## config.mk

```make
export PLATFORM = sky130hd
export DESIGN_NAME = mem_wb_stage
export DESIGN_NICKNAME = d
export VERILOG_FILES = /design/src/rtl/mem_wb_stage.sv
export SDC_FILE = /design/constraint.sdc
export NUM_CORES = 1
export LEC_CHECK = 0
export BUFFER_PORTS_ARGS = -buffer_cell sky130_fd_sc_hd__buf_2
export CORE_UTILIZATION = 40
export CTS_CLUSTER_SIZE = 20
export DETAILED_ROUTE_END_ITERATION = 7
export GPL_ROUTABILITY_DRIVEN = 1
export PLACE_DENSITY = 0.87
export SYNTH_ARGS = -nofsm -noshare
export SYNTH_HDL_FRONTEND = slang
export SYNTH_SLANG_ARGS = --single-unit
```

## constraint.sdc

```tcl
create_clock -name clk -period 1.7 [get_ports clk]
set_clock_uncertainty 0.05 [all_clocks]
set_input_delay 0.17 -clock clk [delete_from_list [all_inputs] [get_ports clk]]
set_output_delay 0.17 -clock clk [all_outputs]
set_load 0.01 [all_outputs]
```

## src/rtl/mem_wb_stage.sv

```systemverilog
// mem_wb_stage: memory-access stage of the 5-stage RISC-V pipeline.
// Performs the data-memory handshake for loads and stores. It formats store
// strobes/data and load data by size and sign, applies the writeback select,
// and holds the MEM/WB pipeline register. stall_o freezes the upstream stages
// while an access is outstanding.
//
// Ports:
//   clk, reset              clock (rising edge), async active-low reset
//   alu_result_i            effective address or ALU result
//   store_data_i            rs2 data for stores
//   pc_plus_4_i             link value for JAL/JALR
//   mem_read_i/mem_write_i  load / store request from EX/MEM
//   mem_to_reg_i            writeback select: 00 ALU, 01 load, 10 pc+4, 11 ALU
//   reg_write_i, rd_i       destination write enable / register
//   funct3_i                access size and sign
//   dmem_*                  data-memory handshake (driven only in ACCESS)
//   stall_o                 freeze upstream pipeline registers
//   wb_data_o/wb_rd_o/wb_reg_write_o  MEM/WB register outputs
//   misaligned_o, bus_err_o one-cycle pulses for dropped / timed-out accesses
module mem_wb_stage #(
  parameter int unsigned TIMEOUT_CYCLES = 64
) (
  input  logic        clk,
  input  logic        reset,
  input  logic [31:0] alu_result_i,
  input  logic [31:0] store_data_i,
  input  logic [31:0] pc_plus_4_i,
  input  logic        mem_read_i,
  input  logic        mem_write_i,
  input  logic [1:0]  mem_to_reg_i,
  input  logic        reg_write_i,
  input  logic [4:0]  rd_i,
  input  logic [2:0]  funct3_i,
  output logic        dmem_req_o,
  output logic        dmem_we_o,
  output logic [31:0] dmem_addr_o,
  output logic [31:0] dmem_wdata_o,
  output logic [3:0]  dmem_wstrb_o,
  input  logic [31:0] dmem_rdata_i,
  input  logic        dmem_ready_i,
  output logic        stall_o,
  output logic [31:0] wb_data_o,
  output logic [4:0]  wb_rd_o,
  output logic        wb_reg_write_o,
  output logic        misaligned_o,
  output logic        bus_err_o
);

  typedef enum logic [0:0] {StIdle, StAccess} state_e;

  state_e      state, state_next;
  logic [7:0]  count, count_next;
  logic [1:0]  byte_off;
  logic        aligned, is_mem, access_valid;
  logic [3:0]  store_wstrb;
  logic [31:0] store_wdata, lane, load_data, wb_sel;
  logic        stall, wb_we_next, mis_next, berr_next;

  assign byte_off     = alu_result_i[1:0];
  assign is_mem       = mem_read_i | mem_write_i;
  assign access_valid = is_mem & aligned;

  // Size comes from funct3[1:0]; encodings 11 are handled as word accesses.
  always_comb begin
    aligned = (byte_off == 2'b00);
    case (funct3_i[1:0])
      2'b00:   aligned = 1'b1;
      2'b01:   aligned = ~alu_result_i[0];
      default: aligned = (byte_off == 2'b00);
    endcase
  end

  always_comb begin
    store_wstrb = 4'b1111;
    store_wdata = store_data_i;
    case (funct3_i[1:0])
      2'b00: begin
        store_wstrb = 4'b0001 << byte_off;
        store_wdata = {4{store_data_i[7:0]}};
      end
      2'b01: begin
        store_wstrb = 4'b0011 << byte_off;
        store_wdata = {2{store_data_i[15:0]}};
      end
      default: ;
    endcase
  end

  assign lane = dmem_rdata_i >> {byte_off, 3'b000};

  always_comb begin
    case (funct3_i)
      3'b000:  load_data = {{24{lane[7]}}, lane[7:0]};
      3'b100:  load_data = {24'b0, lane[7:0]};
      3'b001:  load_data = {{16{lane[15]}}, lane[15:0]};
      3'b101:  load_data = {16'b0, lane[15:0]};
      default: load_data = dmem_rdata_i;
    endcase
  end

  always_comb begin
    case (mem_to_reg_i)
      2'b01:   wb_sel = load_data;
      2'b10:   wb_sel = pc_plus_4_i;
      default: wb_sel = alu_result_i;
    endcase
  end

  always_comb begin
    state_next   = state;
    count_next   = count;
    stall        = 1'b0;
    // A store never writes rd, even when mem_read_i is also set.
    wb_we_next   = reg_write_i & ~mem_write_i;
    mis_next     = 1'b0;
    berr_next    = 1'b0;
    dmem_req_o   = 1'b0;
    dmem_we_o    = 1'b0;
    dmem_addr_o  = 32'b0;
    dmem_wdata_o = 32'b0;
    dmem_wstrb_o = 4'b0;
    case (state)
      StIdle: begin
        if (access_valid) begin
          stall      = 1'b1;
          state_next = StAccess;
          count_next = 8'd0;
        end else if (is_mem) begin
          mis_next   = 1'b1;
          wb_we_next = 1'b0;
        end
      end
      StAccess: begin
        dmem_req_o  = 1'b1;
        dmem_we_o   = mem_write_i;
        dmem_addr_o = {alu_result_i[31:2], 2'b00};
        if (mem_write_i) begin
          dmem_wdata_o = store_wdata;
          dmem_wstrb_o = store_wstrb;
        end
        if (dmem_ready_i) begin
          state_next = StIdle;
        end else if (count == 8'(TIMEOUT_CYCLES - 1)) begin
          // Abort: let the pipeline advance but retire nothing.
          state_next = StIdle;
          berr_next  = 1'b1;
          wb_we_next = 1'b0;
        end else begin
          stall      = 1'b1;
          count_next = count + 8'd1;
        end
      end
      default: state_next = StIdle;
    endcase
  end

  // Gate with reset so the upstream freeze drops the moment reset asserts.
  assign stall_o = stall & reset;

  always_ff @(posedge clk or negedge reset) begin
    if (!reset) begin
      state <= StIdle;
      count <= 8'd0;
    end else begin
      state <= state_next;
      count <= count_next;
    end
  end

  always_ff @(posedge clk or negedge reset) begin
    if (!reset) begin
      wb_data_o      <= 32'b0;
      wb_rd_o        <= 5'b0;
      wb_reg_write_o <= 1'b0;
      misaligned_o   <= 1'b0;
      bus_err_o      <= 1'b0;
    end else begin
      misaligned_o <= mis_next;
      bus_err_o    <= berr_next;
      if (stall) begin
        wb_reg_write_o <= 1'b0;
      end else begin
        wb_reg_write_o <= wb_we_next;
        // A timed-out access leaves data/rd as they were.
        if (!berr_next) begin
          wb_data_o <= wb_sel;
          wb_rd_o   <= rd_i;
        end
      end
    end
  end

endmodule

```

==> results of run 1 <==
==> power by group <==
part           switching, mW  leakage (nW)  internal, mW  total, mW
Clock                  0.446        0.0456         0.295      0.741
Sequential             0.153         0.609          1.42       1.57
Combinational           1.44          2.76          1.32       2.76
Total                   2.04          3.42          3.03       5.07
==> registers in the layout, indices dropped and copies added (netlist names) <==
name,count
wb_data_o,32
count,8
wb_rd_o,5
bus_err_o,1
misaligned_o,1
state,1
wb_reg_write_o,1
==> timing repair <==
item / CTS / global route
resized for setup: 37 / 93
endpoints found under the setup margin: 39 / 73
setup buffers: 6 / 7
gates cloned: 2 / 9
pin swaps: 14 / 19
endpoints found under the hold margin: 48 / 0
hold buffers: 6 / 0
==> cells by family (layout without fill, tap and decap cells) <==
family / count (synthesis) / count (layout) / synth area share [%]
AND/OR/NAND/NOR: 200 / 200 / 22.9
buffers and inverters: 80 / 363 / 8.24
adder cells (fa/ha/maj): 3 / 3 / 0.870
multiplexers: 32 / 32 / 7.83
XOR/XNOR: 3 / 3 / 0.609
flip-flops: 49 / 49 / 28.4
other: 1 / 3 / 0.0869
AO/OA/AOI/OAI: 191 / 191 / 31.1
==> routing by layer <==
| metal | wire length (um) | GRT usage [%] | vias up | share of wire (%) |
|---|---|---|---|---|
| li1 | - | - | 2611 | - |
| met1 | 7510 | 38.6 | 2699 | 39 |
| met2 | 9060 | 49.5 | 375 | 48 |
| met3 | 1810 | 5.69 | 71 | 9.5 |
| met4 | 680 | 11.4 | 0 | 3.6 |
| met5 | 0 | 0 | - | 0 |
==> cell usage in the layout (no fill, tap or decap), types with 9 or more instances in the layout <==
master	n
buf_4	39
o2111ai_1	19
and2_1	22
and3_1	9
nor2_4	13
a21oi_1	32
buf_6	34
and2_4	11
o21ai_0	17
inv_1	24
buf_2	229
nor2_1	27
a32oi_1	20
mux2i_1	27
a21o_1	10
o21ai_1	20
nand2_1	71
a21oi_2	10
dfrtp_1	48
==> critical path: stages, from the launching register on <==
cell,delay [ns]
dfrtp_1,0.38
ha_2,0.19
buf_6,0.10
nand4bb_1,0.15
o21ai_2,0.21
nand2_2,0.07
and2_4,0.14
buf_6,0.11
==> through the flow <==
| step | cells | TNS, ns | utilization, % |
|---|---|---|---|
| finish | 980 | -1.54 | 66.9 |
| detailed placement | 944 | -0.0402 | 57.5 |
| global route | 979 | -3.21 | 66.9 |
| global placement | 944 | 0 | 57.5 |
| CTS | 965 | -3.05 | 60.9 |
| floorplan | 560 | -0.0139 | - |
==> worst min path at each step <==
| stage | end |
|---|---|
| 2_1_floorplan | bus_err_o |
| 3_3_place_gp | wb_data_o[21] |
| 3_5_place_dp | wb_data_o[21] |
| 4_1_cts | wb_reg_write_o |
| 5_1_grt | wb_reg_write_o |
| 6_report | wb_reg_write_o |
==> area by class of cell <==
class,count,area (sq um)
Fill cell,867,3430
Multi-Input combinational cell,431,3040
Timing Repair Buffer,328,2300
Sequential cell,49,1230
Tap cell,136,170
Inverter,27,101
Clock buffer,6,72.6
Clock inverter,2,13.8
Antenna cell,1,2.50
==> impl_metrics.env, run 1 <==
export IMPL_vdd_drop_max_mv=0.451
export IMPL_drt_initial_drc_count=466
export IMPL_wl_um=19100
export IMPL_htreeDepth=2
export IMPL_area_growth_pct=60.8
export IMPL_cts_tree="yes"
export IMPL_grt_max_degree=50
export IMPL_grt_usage_pct=30.0
export IMPL_die_area_sq_mm=0.0112
export IMPL_leakagePower_nw=3.42
export IMPL_rows=37
export IMPL_synthCells=559
export IMPL_grt_pass1_vias=5071
export IMPL_dp_final_hpwl_um=13100
export IMPL_clockRootBuffer="clkbuf_8"
export IMPL_drive_gt1_share_pct=47.0
export IMPL_fmax_mhz=527
export IMPL_dpl_worst_slack_ns=-0.0245
export IMPL_yosys_warnings=0
export IMPL_fin_area_sq_mm=0.00694
export IMPL_antenna_found_initial=0
export IMPL_fin_crit_ns=1.90
export IMPL_critPathCaptureType="output pin"
export IMPL_die_height_um=106
export IMPL_drt_first_pass_iters=7
export IMPL_violations="negative setup slack"
export IMPL_critPathRequiredTime_ns=1.48
export IMPL_power_mw=5.07
export IMPL_synth_ff_type="dfrtp_1"
export IMPL_port_buffers=252
export IMPL_core_area_sq_mm=0.0104
export IMPL_tightest_slew_ns=0.660
export IMPL_ant_nets=0
export IMPL_start_util_pct=41.6
export IMPL_clk_latency_ns=0.32
export IMPL_dpl_instance_area_sq_mm=0.00596
export IMPL_post_route_period_util_pct=112
export IMPL_p_per_area_mw_per_mm2=731
export IMPL_cp_max_fo=4
export IMPL_vias_per_cell=5.87
export IMPL_grt_pass1_wl_um=26600
export IMPL_rsz0062_at_grt="true"
export IMPL_fin_hold_ws_ns=0.0586
export IMPL_ys_seq_elements=49
export IMPL_overflow=0
export IMPL_rr_startpoint="state"
export IMPL_hold_viol=0
export IMPL_maxSlewViolCount=0
export IMPL_boundaryPins=255
export IMPL_ys_seq_area_share_pct=28.4
export IMPL_yosysMostFrequentCell="nand2_1"
export IMPL_final_nets=989
export IMPL_synth_top_cells_by_count="73 x nand2_1, 49 x dfrtp_1, 43 x a21oi_1, 43 x nor2_1, 33 x clkbuf_1"
export IMPL_min_from="reg_write_i"
export IMPL_die_x_um=106
export IMPL_synth_cell_types=55
export IMPL_synth_top_area_cell="dfrtp_1"
export IMPL_relSlewSlack_pct=56.0
export IMPL_startpoint="count[1]"
export IMPL_remaining_drc_errors=0
export IMPL_avgSynthCellArea_sq_um=7.72
export IMPL_r2r_slack_ns=-0.09
export IMPL_outcome="complete, but fails checks"
export IMPL_path_class="reg2out"
export IMPL_r2r_end="wb_data_o[23]"
export IMPL_postSynth_asyncResetShare_pct=100
export IMPL_hold_class="in2reg"
export IMPL_setup_viol=45
export IMPL_cts_buffer_depth=2
export IMPL_min_path_cells=2
export IMPL_synth_edff_count=0
export IMPL_syn_area_sq_mm=0.00431
export IMPL_cts_buffers=5
export IMPL_drv_cap=0
export IMPL_r2r_cells=6
export IMPL_synthTopCellsByArea="dfrtp_1 28%, nand2_1 6.4%, mux2i_1 6.3%, a21oi_1 5.0%, a32oi_1 4.7%"
export IMPL_place_gp_congestion=0.885
export IMPL_synth_top_area_share_pct=28.4
export IMPL_worst_setup_path_start_kind="flop"
export IMPL_worstPathArrival_ns=1.68
export IMPL_clkSinkCount=49
export IMPL_crit_path_end="stall_o"
export IMPL_setup_ws_ns=-0.196
export IMPL_wl_per_cell_um=19.4
export IMPL_num_vias=5756
export IMPL_clkTransAtPathRegs_ns=0.11
Note: power is estimated with default switching activity, not from simulation.
==> run 2: changes to the inputs <==
--- a/config.mk
+++ b/config.mk
@@ -11,6 +11,7 @@
 export DETAILED_ROUTE_END_ITERATION = 7
 export GPL_ROUTABILITY_DRIVEN = 1
 export PLACE_DENSITY = 0.87
+export SETUP_SLACK_MARGIN = 0.3
 export SYNTH_ARGS = -nofsm -noshare
 export SYNTH_HDL_FRONTEND = slang
 export SYNTH_SLANG_ARGS = --single-unit
==> impl_metrics.env, run 2 (same netlist as run 1, synthesis figures left out) <==
export IMPL_slowest_stage="dfrtp_2"
export IMPL_cts_buffer_depth=2
export IMPL_reg_top3="wb_data_o (32), count (8), wb_rd_o (5)"
export IMPL_min_to="wb_rd_o[1]"
export IMPL_critPathCaptureType="flop"
export IMPL_leakagePower_nw=3.73
export IMPL_p_sw_mw=2.37
export IMPL_port_buffers=252
export IMPL_vdd_drop_max_mv=0.471
export IMPL_p_per_area_mw_per_mm2=752
export IMPL_power_mw=5.96
export IMPL_r2r_cells=9
export IMPL_cts_tree="yes"
export IMPL_critPathRequiredTime_ns=1.89
export IMPL_grt_max_degree=50
export IMPL_place_gp_congestion=0.861
export IMPL_violations="negative hold slack, negative setup slack"
export IMPL_largest_register="wb_data_o"
export IMPL_clk_latency_ns=0.32
export IMPL_hold_viol=2
export IMPL_crit_path_cell_trace="o21bai_4 -> buf_6 -> buf_6 -> o31ai_4 -> buf_4 -> clkbuf_16 -> buf_16 -> a32oi_1 -> o21ai_1"
export IMPL_grt_usage_pct=34.5
export IMPL_ant_nets=0
export IMPL_die_height_um=106
export IMPL_rows=37
export IMPL_wl_um=21700
export IMPL_swShare_pct=39.7
export IMPL_remaining_drc_errors=0
export IMPL_setup_viol=100
export IMPL_grt_pass1_wl_um=30200
export IMPL_min_path_cells=3
export IMPL_vias_per_cell=6.10
export IMPL_rsz0062_at_grt="true"
export IMPL_path_class="reg2reg"
export IMPL_fin_area_sq_mm=0.00793
export IMPL_grt_pass1_vias=5700
export IMPL_final_nets=1007
export IMPL_post_route_period_util_pct=111
export IMPL_start_util_pct=41.6
export IMPL_maxSlewViolCount=0
export IMPL_crit_top_cell="buf_6"
export IMPL_area_growth_pct=83.8
export IMPL_worst_setup_path_start_kind="flop"
export IMPL_worstPathArrival_ns=2.07
export IMPL_boundaryPins=255
export IMPL_seqPwrFrac_pct=26.8
export IMPL_dp_final_hpwl_um=12700
export IMPL_overflow=0
export IMPL_rr_startpoint="state"
export IMPL_drt_initial_drc_count=628
export IMPL_internal_power_mw=3.59
export IMPL_outcome="complete, but fails checks"
export IMPL_cts_buffers=5
export IMPL_num_vias=6079
export IMPL_pwr_share_clk_pct=12.5
export IMPL_fin_crit_ns=1.88
export IMPL_mostFrequentLayoutCells="190 x buf_2, 77 x buf_6, 65 x nand2_1, 48 x dfrtp_1, 38 x buf_4"
export IMPL_tightest_slew_ns=0.676
export IMPL_tns_ns=-5.63
export IMPL_clkTransAtPathRegs_ns=0.11
export IMPL_die_area_sq_mm=0.0112
export IMPL_combPwrFrac_pct=60.7
export IMPL_antenna_found_initial=0
export IMPL_die_x_um=106
export IMPL_fin_hold_ws_ns=-0.00879
export IMPL_wl_per_cell_um=21.8
export IMPL_clkSinkCount=49
export IMPL_relSlewSlack_pct=55.0
export IMPL_max_stage_delay_ns=0.44
export IMPL_r2r_end="wb_data_o[19]"
export IMPL_core_area_sq_mm=0.0104
export IMPL_hold_class="in2reg"
export IMPL_largest_reg_flops=32
export IMPL_drive_gt1_share_pct=54.2
export IMPL_htreeDepth=2
export IMPL_drt_first_pass_iters=5
export IMPL_clockRootBuffer="clkbuf_8"
export IMPL_min_from="rd_i[1]"
export IMPL_drv_cap=0
export IMPL_diodes=0
export IMPL_dpl_instance_area_sq_mm=0.00601
export IMPL_fmax_mhz=531
export IMPL_final_common_cell="buf_2"
export IMPL_cp_max_fo=4
export IMPL_r2r_slack_ns=-0.18
export IMPL_setup_ws_ns=-0.184
## run 2: cell types whose count changed in the layout (fill, tap and decap cells not counted), sizes merged
| cell | previous run | this run |
|---|---|---|
| dlygate4sd3 | 6 | 4 |
| buf | 315 | 338 |
| clkbuf | 13 | 10 |
| diode | 1 | 0 |
## run 2: through the flow
stage | util, % | worst slack, ns | instances
after global routing | 76.4 | -0.329 | 997
after global placement | 57.9 | 0.0167 | 939
after floorplan | - | 0.0594 | 560
after CTS | 70.7 | -0.126 | 983
after detailed placement | 57.9 | -0.0525 | 939
final | 76.4 | -0.184 | 997
## run 2: worst max path at each step
stage                     from            end  slack, ns  cells past startpoint
6_report                 state  wb_data_o[19]      -0.18                      9
5_1_grt                  state  wb_data_o[19]      -0.33                      9
4_1_cts               count[1]        stall_o      -0.13                      6
3_5_place_dp             state  wb_data_o[26]      -0.05                      6
3_3_place_gp   alu_result_i[1]  wb_data_o[11]       0.02                      6
2_1_floorplan            state  wb_data_o[24]       0.06                      6
## run 2: power by group through the flow
stage | clock network [mW] | registers [mW] | logic (mW)
floorplan | 0 | 1.70 | 1.10
global placement | 0 | 1.58 | 2.15
detailed placement | 0 | 1.58 | 2.20
CTS | 0.742 | 1.57 | 3.13
global route | 0.806 | 1.62 | 3.78
finish | 0.747 | 1.60 | 3.62
## run 2: critical path, delay by kind of cell, from the launching register on
kind | cells | cell delay (ns)
buffers and inverters | 5 | 0.69
flip-flops | 1 | 0.44
AO/OA/AOI/OAI | 4 | 0.63
## run 2: metal layers
| layer | routed length, um | global-route usage (%) | part of all wire, % | vias to the layer above |
|---|---|---|---|---|
| li1 | - | - | - | 2652 |
| met1 | 8130 | 42.7 | 37 | 2870 |
| met2 | 10600 | 58.7 | 49 | 441 |
| met3 | 1920 | 6.99 | 8.8 | 116 |
| met4 | 1110 | 13.1 | 5.1 | 0 |
| met5 | 0 | 0 | 0 | - |
## run 2: final cells by class
type	count	area, sq um
multi-input cells	431	3350
repair buffers	346	2990
fillers	685	2440
flip-flops and latches	49	1230
well taps	136	170
inverters	27	104
clock buffers	6	72.6
clock inverters	2	13.8
## run 2: repair_timing
item | in CTS | in global routing
pin swaps | 24 | 40
setup buffers | 18 | 9
setup endpoints to repair | 112 | 116
gates cloned | 14 | 5
gates resized for setup | 153 | 82
endpoints found under the hold margin | 52 | 0
hold buffers | 4 | 0
